`src/rtl/baud_gen_frac_if.sv`:
```
// Control/status bundle between a UART datapath and its fractional baud-tick generator.
interface baud_gen_frac_if #(
    parameter int DIV_W  = 16,
    parameter int FRAC_W = 4,
    parameter int OS_W   = 4
);
    logic              en;
    logic [DIV_W-1:0]  div_int;
    logic [FRAC_W-1:0] div_frac;
    logic              div_wr;
    logic              bit_sync;
    logic              sample_tick;
    logic              bit_tick;
    logic              mid_tick;
    logic [OS_W-1:0]   os_phase;
    logic              cfg_pend;
    logic              cfg_err;

    modport master (
        output en, div_int, div_frac, div_wr, bit_sync,
        input  sample_tick, bit_tick, mid_tick, os_phase, cfg_pend, cfg_err
    );

    modport slave (
        input  en, div_int, div_frac, div_wr, bit_sync,
        output sample_tick, bit_tick, mid_tick, os_phase, cfg_pend, cfg_err
    );
endinterface

```
`src/rtl/baud_gen_frac.sv`:
```
// Fractional baud-tick generator: sample, bit and mid-bit ticks from a runtime-writable divisor.
// Define BAUD_FRAC_EN to include the fractional phase accumulator (integer-only periods otherwise).
module baud_gen_frac #(
    parameter int CLK_HZ       = 50000000,
    parameter int OVERSAMPLE   = 16,
    parameter int DEFAULT_BAUD = 19200,
    parameter int DIV_W        = 16,
    parameter int FRAC_W       = 4
) (
    input  logic           sys_clk,
    input  logic           rst,
    baud_gen_frac_if.slave bus
);
    localparam int     OS_W     = $clog2(OVERSAMPLE);
    localparam longint BIT_CLKS = longint'(OVERSAMPLE) * longint'(DEFAULT_BAUD);

    function automatic logic [DIV_W-1:0] sat_div(input longint v);
        longint max_v;
        max_v = (longint'(1) << DIV_W) - 1;
        if (v > max_v) return DIV_W'(max_v);
        if (v < 2) return DIV_W'(2);
        return DIV_W'(v);
    endfunction

    localparam logic [DIV_W-1:0] RST_DIV = sat_div(longint'(CLK_HZ) / BIT_CLKS);
    localparam logic [OS_W-1:0]  OS_LAST = OS_W'(OVERSAMPLE - 1);
    localparam logic [OS_W-1:0]  OS_MID  = OS_W'(OVERSAMPLE / 2 - 1);

    logic [DIV_W-1:0] div_reg;
    logic [DIV_W-1:0] shadow_div;
    logic [DIV_W-1:0] cnt;
    logic [DIV_W-1:0] period_m1_p0;
    logic [OS_W-1:0]  os_cnt;
    logic             cfg_pend_q;
    logic             cfg_err_p1;
    logic             sample_tick_p1;
    logic             bit_tick_p1;
    logic             mid_tick_p1;
    logic             carry_p0;
    logic             term_p0;
    logic             wr_ok;
    logic             wr_bad;
    logic             apply_now;

    assign wr_ok  = bus.div_wr && (bus.div_int >= DIV_W'(2));
    assign wr_bad = bus.div_wr && (bus.div_int <  DIV_W'(2));

    // Stage p0: current period length and terminal-count decision.
    // A coincident bit_sync wins over the terminal count, so no tick is emitted.
    assign period_m1_p0 = div_reg - DIV_W'(1) + DIV_W'(carry_p0);
    assign term_p0      = bus.en && !bus.bit_sync && (cnt == period_m1_p0);
    assign apply_now    = !bus.en || bus.bit_sync || term_p0;

`ifdef BAUD_FRAC_EN
    function automatic logic [FRAC_W-1:0] round_frac(input longint rem, input longint den);
        longint q;
        longint max_q;
        max_q = (longint'(1) << FRAC_W) - 1;
        q = ((rem << FRAC_W) + den / 2) / den;
        if (q > max_q) q = max_q;
        return FRAC_W'(q);
    endfunction

    localparam logic [FRAC_W-1:0] RST_FRAC = round_frac(longint'(CLK_HZ) % BIT_CLKS, BIT_CLKS);

    logic [FRAC_W-1:0] frac_reg;
    logic [FRAC_W-1:0] shadow_frac;
    logic [FRAC_W-1:0] acc;
    logic [FRAC_W:0]   acc_sum_p0;

    // The accumulator overflow stretches the current period by one cycle.
    assign acc_sum_p0 = {1'b0, acc} + {1'b0, frac_reg};
    assign carry_p0   = acc_sum_p0[FRAC_W];

    always_ff @(posedge sys_clk or posedge rst) begin
        if (rst) begin
            frac_reg    <= RST_FRAC;
            shadow_frac <= RST_FRAC;
            acc         <= '0;
        end else begin
            if (!bus.en || bus.bit_sync) begin
                acc <= '0;
            end else if (term_p0) begin
                acc <= acc_sum_p0[FRAC_W-1:0];
            end
            if (apply_now) begin
                if (wr_ok) begin
                    frac_reg <= bus.div_frac;
                end else if (cfg_pend_q) begin
                    frac_reg <= shadow_frac;
                end
            end else if (wr_ok) begin
                shadow_frac <= bus.div_frac;
            end
        end
    end
`else
    logic unused_div_frac;
    assign carry_p0        = 1'b0;
    assign unused_div_frac = ^bus.div_frac;
`endif

    // Stage p1: registered ticks, counters and divisor bookkeeping.
    always_ff @(posedge sys_clk or posedge rst) begin
        if (rst) begin
            div_reg        <= RST_DIV;
            shadow_div     <= RST_DIV;
            cfg_pend_q     <= 1'b0;
            cfg_err_p1     <= 1'b0;
            cnt            <= '0;
            os_cnt         <= '0;
            sample_tick_p1 <= 1'b0;
            bit_tick_p1    <= 1'b0;
            mid_tick_p1    <= 1'b0;
        end else begin
            cfg_err_p1     <= wr_bad;
            sample_tick_p1 <= term_p0;
            bit_tick_p1    <= term_p0 && (os_cnt == OS_LAST);
            mid_tick_p1    <= term_p0 && (os_cnt == OS_MID);

            if (!bus.en || bus.bit_sync) begin
                cnt    <= '0;
                os_cnt <= '0;
            end else if (term_p0) begin
                cnt    <= '0;
                os_cnt <= os_cnt + OS_W'(1);
            end else begin
                cnt <= cnt + DIV_W'(1);
            end

            // A write landing on an apply point bypasses the shadow entirely.
            if (apply_now) begin
                if (wr_ok) begin
                    div_reg <= bus.div_int;
                end else if (cfg_pend_q) begin
                    div_reg <= shadow_div;
                end
                cfg_pend_q <= 1'b0;
            end else if (wr_ok) begin
                shadow_div <= bus.div_int;
                cfg_pend_q <= 1'b1;
            end
        end
    end

    assign bus.sample_tick = sample_tick_p1;
    assign bus.bit_tick    = bit_tick_p1;
    assign bus.mid_tick    = mid_tick_p1;
    assign bus.os_phase    = os_cnt;
    assign bus.cfg_pend    = cfg_pend_q;
    assign bus.cfg_err     = cfg_err_p1;
endmodule
```
`src/flat_wrapper.sv`:
```
// flat-port wrapper written by rule: the top's interface ports become plain ports
module baud_gen_frac_flat 
#(
    parameter int CLK_HZ       = 50000000,
    parameter int OVERSAMPLE   = 16,
    parameter int DEFAULT_BAUD = 19200,
    parameter int DIV_W        = 16,
    parameter int FRAC_W       = 4
)
  (sys_clk, rst, bus_en, bus_div_int, bus_div_frac, bus_div_wr, bus_bit_sync, bus_sample_tick, bus_bit_tick, bus_mid_tick, bus_os_phase, bus_cfg_pend, bus_cfg_err);
  baud_gen_frac_if #(.DIV_W(DIV_W), .FRAC_W(FRAC_W)) bus_i ();
  input  logic sys_clk;
  input  logic rst;
  input wire logic [$bits(bus_i.en)-1:0] bus_en;
  input wire logic [$bits(bus_i.div_int)-1:0] bus_div_int;
  input wire logic [$bits(bus_i.div_frac)-1:0] bus_div_frac;
  input wire logic [$bits(bus_i.div_wr)-1:0] bus_div_wr;
  input wire logic [$bits(bus_i.bit_sync)-1:0] bus_bit_sync;
  output wire logic [$bits(bus_i.sample_tick)-1:0] bus_sample_tick;
  output wire logic [$bits(bus_i.bit_tick)-1:0] bus_bit_tick;
  output wire logic [$bits(bus_i.mid_tick)-1:0] bus_mid_tick;
  output wire logic [$bits(bus_i.os_phase)-1:0] bus_os_phase;
  output wire logic [$bits(bus_i.cfg_pend)-1:0] bus_cfg_pend;
  output wire logic [$bits(bus_i.cfg_err)-1:0] bus_cfg_err;
  assign bus_i.en = bus_en;
  assign bus_i.div_int = bus_div_int;
  assign bus_i.div_frac = bus_div_frac;
  assign bus_i.div_wr = bus_div_wr;
  assign bus_i.bit_sync = bus_bit_sync;
  assign bus_sample_tick = bus_i.sample_tick;
  assign bus_bit_tick = bus_i.bit_tick;
  assign bus_mid_tick = bus_i.mid_tick;
  assign bus_os_phase = bus_i.os_phase;
  assign bus_cfg_pend = bus_i.cfg_pend;
  assign bus_cfg_err = bus_i.cfg_err;
  baud_gen_frac #(.CLK_HZ(CLK_HZ), .OVERSAMPLE(OVERSAMPLE), .DEFAULT_BAUD(DEFAULT_BAUD), .DIV_W(DIV_W), .FRAC_W(FRAC_W)) u_core (.sys_clk(sys_clk), .rst(rst), .bus(bus_i));
endmodule
```
`config.mk`:
```
export PLATFORM = sky130hd
export DESIGN_NAME = baud_gen_frac_flat
export DESIGN_NICKNAME = d
export VERILOG_FILES = /design/src/rtl/baud_gen_frac_if.sv /design/src/rtl/baud_gen_frac.sv /design/src/flat_wrapper.sv
export SDC_FILE = /design/constraint.sdc
export NUM_CORES = 1
export LEC_CHECK = 0
export ABC_CLOCK_PERIOD_IN_PS = 3500
export CORE_ASPECT_RATIO = 1.5
export CORE_MARGIN = 2
export CORE_UTILIZATION = 51
export DETAILED_ROUTE_END_ITERATION = 10
export PLACE_DENSITY = 0.82
export SLEW_MARGIN = 40
export SYNTH_ARGS = -nofsm -noshare
export SYNTH_HDL_FRONTEND = slang
export SYNTH_SLANG_ARGS = --single-unit
```
`constraint.sdc`:
```
create_clock -name sys_clk -period 3.5 [get_ports sys_clk]
set_clock_uncertainty 0.15 [all_clocks]
set_input_delay 1.05 -clock sys_clk [delete_from_list [all_inputs] [get_ports sys_clk]]
set_output_delay 1.05 -clock sys_clk [all_outputs]
set_load 0.005 [all_outputs]
```
; ---- Word-level counts from Yosys, hierarchy flattened
; Cells that the tools add are included.
[classes]
n_addsub = 3
n_lt_le_gt_ge = 2
eq_ne = 3
mux = 8
n_bitwise = 1
reduce_logical = 15
[op_table]
columns = cell, count
row1 = $mux 16, 4
row2 = $add 16x1->16 const B, 1
row3 = $eq 16x16->1, 1
row4 = $ge 16x2->1 const B, 1
row5 = $lt 16x2->1 const B, 1
row6 = $sub 16x1->16 const B, 1
row7 = $mux 4, 2
row8 = $logic_and 1x1->1, 6
row9 = $reduce_bool 2->1, 3
row10 = $add 4x1->4 const B, 1
row11 = $eq 4x3->1 const B, 1
row12 = $eq 4x4->1 const B, 1
row13 = $reduce_and 2->1, 2
row14 = $logic_not 1->1, 2
row15 = $logic_or 1x1->1, 2
row16 = $mux 1, 2
row17 = $not 1->1, 1
[totals]
reg_bits = 57
input_bits = 25
elab_cells = 41

; ---- Logic depth before layout (Yosys ltp)
; Gate-level depths: netlist of the first run.
[logic_depth]
word_depth = 6
mapped_depth = 10
mapped_depth_nobuf = 9

; ---- Worst setup path after synthesis of the first run
; OpenSTA, ideal clock, no wires.
[synth_timing]
kind = reg-to-reg
start = register u_core.div_reg[0]
end = register u_core.shadow_div[0]
setup_ns = 0.125
arrival_time_ns = 3.052
required_time_ns = 3.225
slack_ns = 0.173
path_stages_with_launch = 11
path_buffers = 1
synth_period_minus_slack_ns = 3.327
path_cell_list = dfrtp_1 inv_1 ha_1 or3b_2 or4_1 a2111o_1 a211oi_4 nand4_4 nand4_4 buf_8 mux2_4
[synth_between]
elab_chain_cells = 6
[synth_rtl]
columns = item, line_no
row1 = from (decl), baud_gen_frac.sv:29  ; logic [DIV_W-1:0] div_reg;
row2 = from (signal assigned), baud_gen_frac.sv:134  ; div_reg <= bus.div_int;
row3 = from (signal assigned), baud_gen_frac.sv:136  ; div_reg <= shadow_div;
row4 = $sub 16x1->16, baud_gen_frac.sv:50  ; assign period_m1_p0 = div_reg - DIV_W'(1) + DIV_W'(carry_p0);
row5 = $eq 16x16->1, baud_gen_frac.sv:51  ; assign term_p0 = bus.en && !bus.bit_sync && (cnt == period_m1_p0);
row6 = $logic_and 1x1->1, baud_gen_frac.sv:51
row7 = $logic_or 1x1->1, baud_gen_frac.sv:52  ; assign apply_now = !bus.en || bus.bit_sync || term_p0;
row8 = $not 1->1 (no source line), -
row9 = $reduce_and 2->1 (no source line), -
row10 = to (signal assigned), baud_gen_frac.sv:140  ; shadow_div <= bus.div_int;
row11 = to (decl), baud_gen_frac.sv:30  ; logic [DIV_W-1:0] shadow_div;
; Every way passes these cells.
; A chain may end at the register's enable or synchronous reset.

; ---- Worst setup path in the final report of the first run
[layout_timing]
start = register u_core.div_reg[0]
end = register u_core.div_reg[3]
[layout_between]
elab_chain_cells = 5
[layout_rtl]
columns = item, line_no
row1 = $sub 16x1->16, baud_gen_frac.sv:50
row2 = $eq 16x16->1, baud_gen_frac.sv:51
row3 = $logic_and 1x1->1, baud_gen_frac.sv:51
row4 = $logic_or 1x1->1, baud_gen_frac.sv:52
row5 = $reduce_and 2->1 (no source line), -
; Every way passes these cells.

==> reports/results.ini, run 1 <==
[status]
outcome=finished clean

[power_and_ir_drop]
total_power_mw=1.71
ir_worst_vdd_v=0.000366
cellLeakagePower_nw=1.69
power_density_nw_per_um2=422

[clock_tree]
cts_num_sinks=57
tritoncts=yes
cts_root_buf=clkbuf_8
insertion_delay_ps=340
clock_path_buffers=2
cts.clk_slew.worst_paths_ps=60
postCtsHoldBufs=0
h-tree-depth=3
numCtsBuffers=9

[placement]
io_buffers=29
dp_hpwl_um=5290
place_ws_ps=71.0
gp_congestion=0.872

[yosys]
syn_inst=313
synthArstFlopShare_pct=100
synthFlopType=dfrtp_1
netlist_area_um2=3320
synth_nets=341
ys_top_cells_by_area=dfrtp_1, xnor2_1, dfstp_2, mux2_4, a2bb2oi_2
synth_edf_count=0
syn_avg_cell_area_um2=10.6
netlist.area_leader.share_pct=38.5
seq_area_frac_synth_pct=43.2
synth.largest_area_cell=dfrtp_1
synth_warnings=0
ys_seq_elements=57
yosysUniqueCellTypes=58

[route]
drtAntennaViolNets=0
wl_per_cell_um=16.3
drc=0
routed_wl_um=7230
initialDrtViolationCount=138
firstDrtPassIters=5
vias_per_cell=5.84
vias=2597

[floorplan]
rows=36
die_area_um2=7180
coreArea_um2=6400
die_x_um=69.8
io_pins=34
die_h_um=103
initial_core_util_pct=51.9

[critical_path]
cp-start-kind=register
reg2regPathDepth=11
cp.depth=11
endpoint=u_core.div_reg[3]
crit_path_end_kind=register
rr_startpoint=u_core.div_reg[0]
critical_path_class=reg2reg
reg2reg_slack_ps=160
worstSetupStartpoint=u_core.div_reg[0]
cp.required_ps=3610
cp_slowest_stage_delay_ps=490
arrival_ps=3450
critPathMaxFanout=11
path_cells=inv_1, ha_1, or3b_4, or4_1, a2111o_1, a211oi_4, nand4_4, buf_4, a21oi_4, buf_12, a2bb2oi_1
cpLargestDelayFamily=compound AO/OA/AOI/OAI gates
cp_slowest_cell=a2111o_1
r2r-end=u_core.div_reg[3]
cp.buffers_inverters=3

[sta]
fmax_ghz=0.300
timing.final.ws_setup_ps=162
tightest_slew_ps=595
grt_setup_unrepaired=false
layout_min_cycle_time_ps=3340
period_share_pct=95.4
hold_viol=0
maxSlewViolCount=0
finalSetupViolCount=0
slew_headroom_pct=59.9
fin_setup_tns_ps=0

[global_routing]
grt_first_pass_wirelength_um=12100
antenna_found_initial=0
grt_pass1_vias=2638
grt_usage_pct=21.5
grt_max_degree=30
gr-total-overflow=0

[flow_run]
cap_violations=0

[finish]
fin_util_pct=63.4
antenna_cells=0
most-common-layout-cells=dfrtp_1, clkdlybuf4s50_1, nor2_1
fin_nets=392
areaGrowthSynthToFinish_pct=22.3
mostFrequentLayoutCell=dfrtp_1
multiInputGateArea_um2=1740
layout-drive-gt1-share_pct=23.8
fillers=521
regArea_um2=1430

[min_path]
hold_class=reg2reg

==> layer usage <==
layer,part of all wire (%),vias to the layer above,GRT usage (%)
met5,0,-,0
met4,3.6,0,12.7
met3,4.2,25,5.08
met2,54,82,38.8
met1,38,1256,22.9
li1,-,1234,-
==> synthesized netlist by cell type, drive strengths merged, types with 2 or more instances <==
cell and count:
dfrtp 51, nor2 26, xnor2 22, o21ai 17
mux2 16, nand3b 14, a2bb2oi 13, inv 13
nand2 11, nand3 11, nor3 10, xor2 10
clkbuf 9, nand4 9, nor4 9, and3 7
buf 7, dfstp 6, a21oi 4, a32o 3
and2b 3, ha 3, nand2b 3, nor2b 3
o2bb2ai 3, or4 3, a211oi 2, a221oi 2
and2 2, and3b 2, mux2i 2, nor3b 2
nor4b 2, or3 2, or3b 2
==> through the flow <==
step           hold slack [ps]  area [µm²]  cells
2_1_floorplan              320        3320    313
3_3_place_gp               328        3800    424
3_5_place_dp               336        3800    424
4_1_cts                    351        3990    440
5_1_grt                    356        4060    445
6_report                   344        4060    445
==> final cells by class <==
type,count,area share (%)
multi-input combinational,226,42.9
inverter,13,1.20
timing repair buffer,57,13.6
clock buffer,13,3.67
sequential,57,35.4
tap,76,2.34
clock inverter,3,0.987
==> worst min-delay path by stage <==
stage / start / end / slack (ps) / cells after the start
5_1_grt: u_core.shadow_div[11] / u_core.shadow_div[11] / 360 / 1
6_report: u_core.bus.os_phase[3] / u_core.bus.mid_tick / 340 / 1
4_1_cts: u_core.shadow_div[11] / u_core.shadow_div[11] / 350 / 1
2_1_floorplan: u_core.shadow_div[11] / u_core.shadow_div[11] / 320 / 1
3_5_place_dp: u_core.shadow_div[11] / u_core.shadow_div[11] / 340 / 1
3_3_place_gp: u_core.shadow_div[15] / u_core.shadow_div[15] / 330 / 1
==> what timing repair did <==
action,4_1_cts,5_1_grt
gates resized for setup,0,3
setup buffers,0,5
endpoints found under the setup margin,0,24
hold endpoints to repair,0,0
==> cells by family (layout without fill, tap and decap cells) <==
group / after synthesis / in the layout / synth area share [%]
compound gates: 51 / 51 / 13.2
xor+xnor: 32 / 32 / 8.45
fa+ha+maj: 3 / 3 / 1.13
buf+inv: 30 / 86 / 4.71
flops: 57 / 57 / 43.2
mux: 18 / 18 / 7.17
simple gates: 122 / 122 / 22.1
==> power by group <==
part | total, mW | switching, mW | internal (mW) | leakage [nW]
logic | 0.330 | 0.143 | 0.187 | 0.875
registers | 0.784 | 0.0548 | 0.730 | 0.713
clock network | 0.598 | 0.251 | 0.346 | 0.0974
total | 1.71 | 0.449 | 1.26 | 1.69
No activity file was read; power rests on OpenSTA's default activity.
==> run 2: changes to the inputs <==
Settings changed: PLACE_DENSITY 0.82 to unset, PLACE_DENSITY_LB_ADDON set to 0.08.
==> reports/results.ini, run 2 (same netlist as run 1, synthesis figures left out) <==
[sta]
fmax_ghz=0.293  ; -2.2%
layout_min_cycle_time_ps=3410  ; +73.7 ps
maxSlewViolCount=0  ; unchanged
timing.final.ws_setup_ps=88.1  ; -73.7 ps
hold_viol=0  ; unchanged
fin_setup_tns_ps=0  ; unchanged
slew_headroom_pct=59.6  ; -0.39 points
tightest_slew_ps=607  ; +11.3 ps
finalSetupViolCount=0  ; unchanged
timing.hold.ws_ps=348  ; +3.77 ps
period_share_pct=97.5  ; +2.1 points

[clock_tree]
cts.clk_slew.worst_paths_ps=60  ; about the same
cts_num_sinks=57  ; unchanged
clock_path_buffers=2  ; unchanged
h-tree-depth=3  ; unchanged
cts_root_buf=clkbuf_8
tritoncts=yes
postCtsHoldBufs=0  ; unchanged
insertion_delay_ps=350  ; about the same
numCtsBuffers=9  ; unchanged

[power_and_ir_drop]
cellLeakagePower_nw=1.66  ; -1.7%
power_density_nw_per_um2=429  ; +1.7%
total_power_mw=1.73  ; +0.87%
ir_worst_vdd_v=0.000316  ; -14%

[route]
firstDrtPassIters=4  ; -1
initialDrtViolationCount=119  ; -14%
vias=2473  ; -4.8%
wl_per_cell_um=16.5  ; +1.5%
drc=0  ; unchanged
vias_per_cell=5.65  ; -3.3%
drtAntennaViolNets=0  ; unchanged
routed_wl_um=7230  ; about the same

[critical_path]
critical_path_class=reg2reg
path_cells=inv_1, ha_2, or3b_4, or4_4, a2111o_1, a211oi_4, nand4_4, nand4_4, mux2_2
crit_path_end_kind=register
reg2regPathDepth=9  ; -2
cp_slowest_stage_delay_ps=480  ; about the same
critPathMaxFanout=16  ; +5
arrival_ps=3490  ; +40 ps
cpMostUsedCell=nand4_4
cp_slowest_cell=a2111o_1
cp-start-kind=register
cp.required_ps=3580  ; -30 ps

[floorplan]
initial_core_util_pct=51.9  ; unchanged
rows=36  ; unchanged
die_area_um2=7180  ; unchanged
die_h_um=103  ; unchanged
coreArea_um2=6400  ; unchanged
io_pins=34  ; unchanged
die_x_um=69.8  ; unchanged

[placement]
dp_hpwl_um=5290  ; about the same
place_inst=421  ; -0.71%
io_buffers=29  ; unchanged
placed_cell_area_um2=3780  ; -0.59%
place_ws_ps=37.4  ; -33.6 ps
gp_congestion=0.864  ; -0.85%

[finish]
areaGrowthSynthToFinish_pct=21.3
stdcell_count=438  ; -1.6%
final_cell_area_um2=4020  ; -0.80%
layout-drive-gt1-share_pct=23.8  ; -0.091 points
fin_nets=386  ; -1.5%
mostFrequentLayoutCell=dfrtp_1
antenna_cells=0  ; unchanged
fin_util_pct=62.9  ; -0.51 points
most-common-layout-cells=dfrtp_1, clkdlybuf4s50_1, nor2_1

[global_routing]
grt_pass1_vias=2523  ; -4.4%
grt_max_degree=26  ; -13%
grt_usage_pct=22.2  ; +0.71 points
grt_first_pass_wirelength_um=12400  ; +2.6%
gr-total-overflow=0  ; unchanged
antenna_found_initial=0  ; unchanged

[status]
outcome=finished clean

[min_path]
hold_class=reg2reg
holdPathStages=1  ; unchanged

[flow_run]
cap_violations=0  ; unchanged

run 2: where the power goes:
| part | switching, mW | internal, mW | leakage, nW | total [mW] |
|---|---|---|---|---|
| sequential | 0.0535 | 0.729 | 0.713 | 0.783 |
| combinational | 0.140 | 0.185 | 0.841 | 0.326 |
| clock | 0.258 | 0.361 | 0.102 | 0.619 |
| total | 0.452 | 1.28 | 1.66 | 1.73 |
run 2: what timing repair did:
item | in CTS | in global routing
endpoints found under the setup margin | 0 | 35
setup buffers | 0 | 2
resized for setup | 0 | 7
run 2: metal layers:
layer	track usage [%]	vias to the layer above	part of all wire (%)
met5	0	-	0
met2	39.4	44	52
li1	-	1214	-
met1	26.0	1202	43
met3	4.99	13	2.6
met4	9.47	0	2.5
run 2: final timing paths:
kind	start	end	slack, ps
setup / recovery	u_core.div_reg[0]	u_core.shadow_div[14]	90
hold / removal	u_core.shadow_div[0]	u_core.shadow_div[0]	350
setup reg to reg	u_core.div_reg[0]	u_core.shadow_div[14]	90
hold reg to reg	u_core.shadow_div[0]	u_core.shadow_div[0]	350
max in group asynchronous	rst	u_core.bus.os_phase[3]	1650
min in group asynchronous	rst	u_core.shadow_div[0]	910
run 2: final cells by class:
cell class	instances	area, µm²
Fill cell	543	2370
Sequential cell	57	1430
Multi-Input combinational cell	226	1750
Inverter	13	48.8
Timing Repair Buffer	51	497
Clock buffer	12	155
Clock inverter	3	40.0
Tap cell	76	95.1
run 2: worst max-delay path, delay by kind of cell (launching register included):
family / cells / cell delay (ps)
AOI/OAI and AO/OA: 2 / 780
adders and majority gates: 1 / 180
buffers and inverters: 1 / 80
DFF: 1 / 370
muxes: 1 / 380
and+or+nand+nor: 4 / 1350
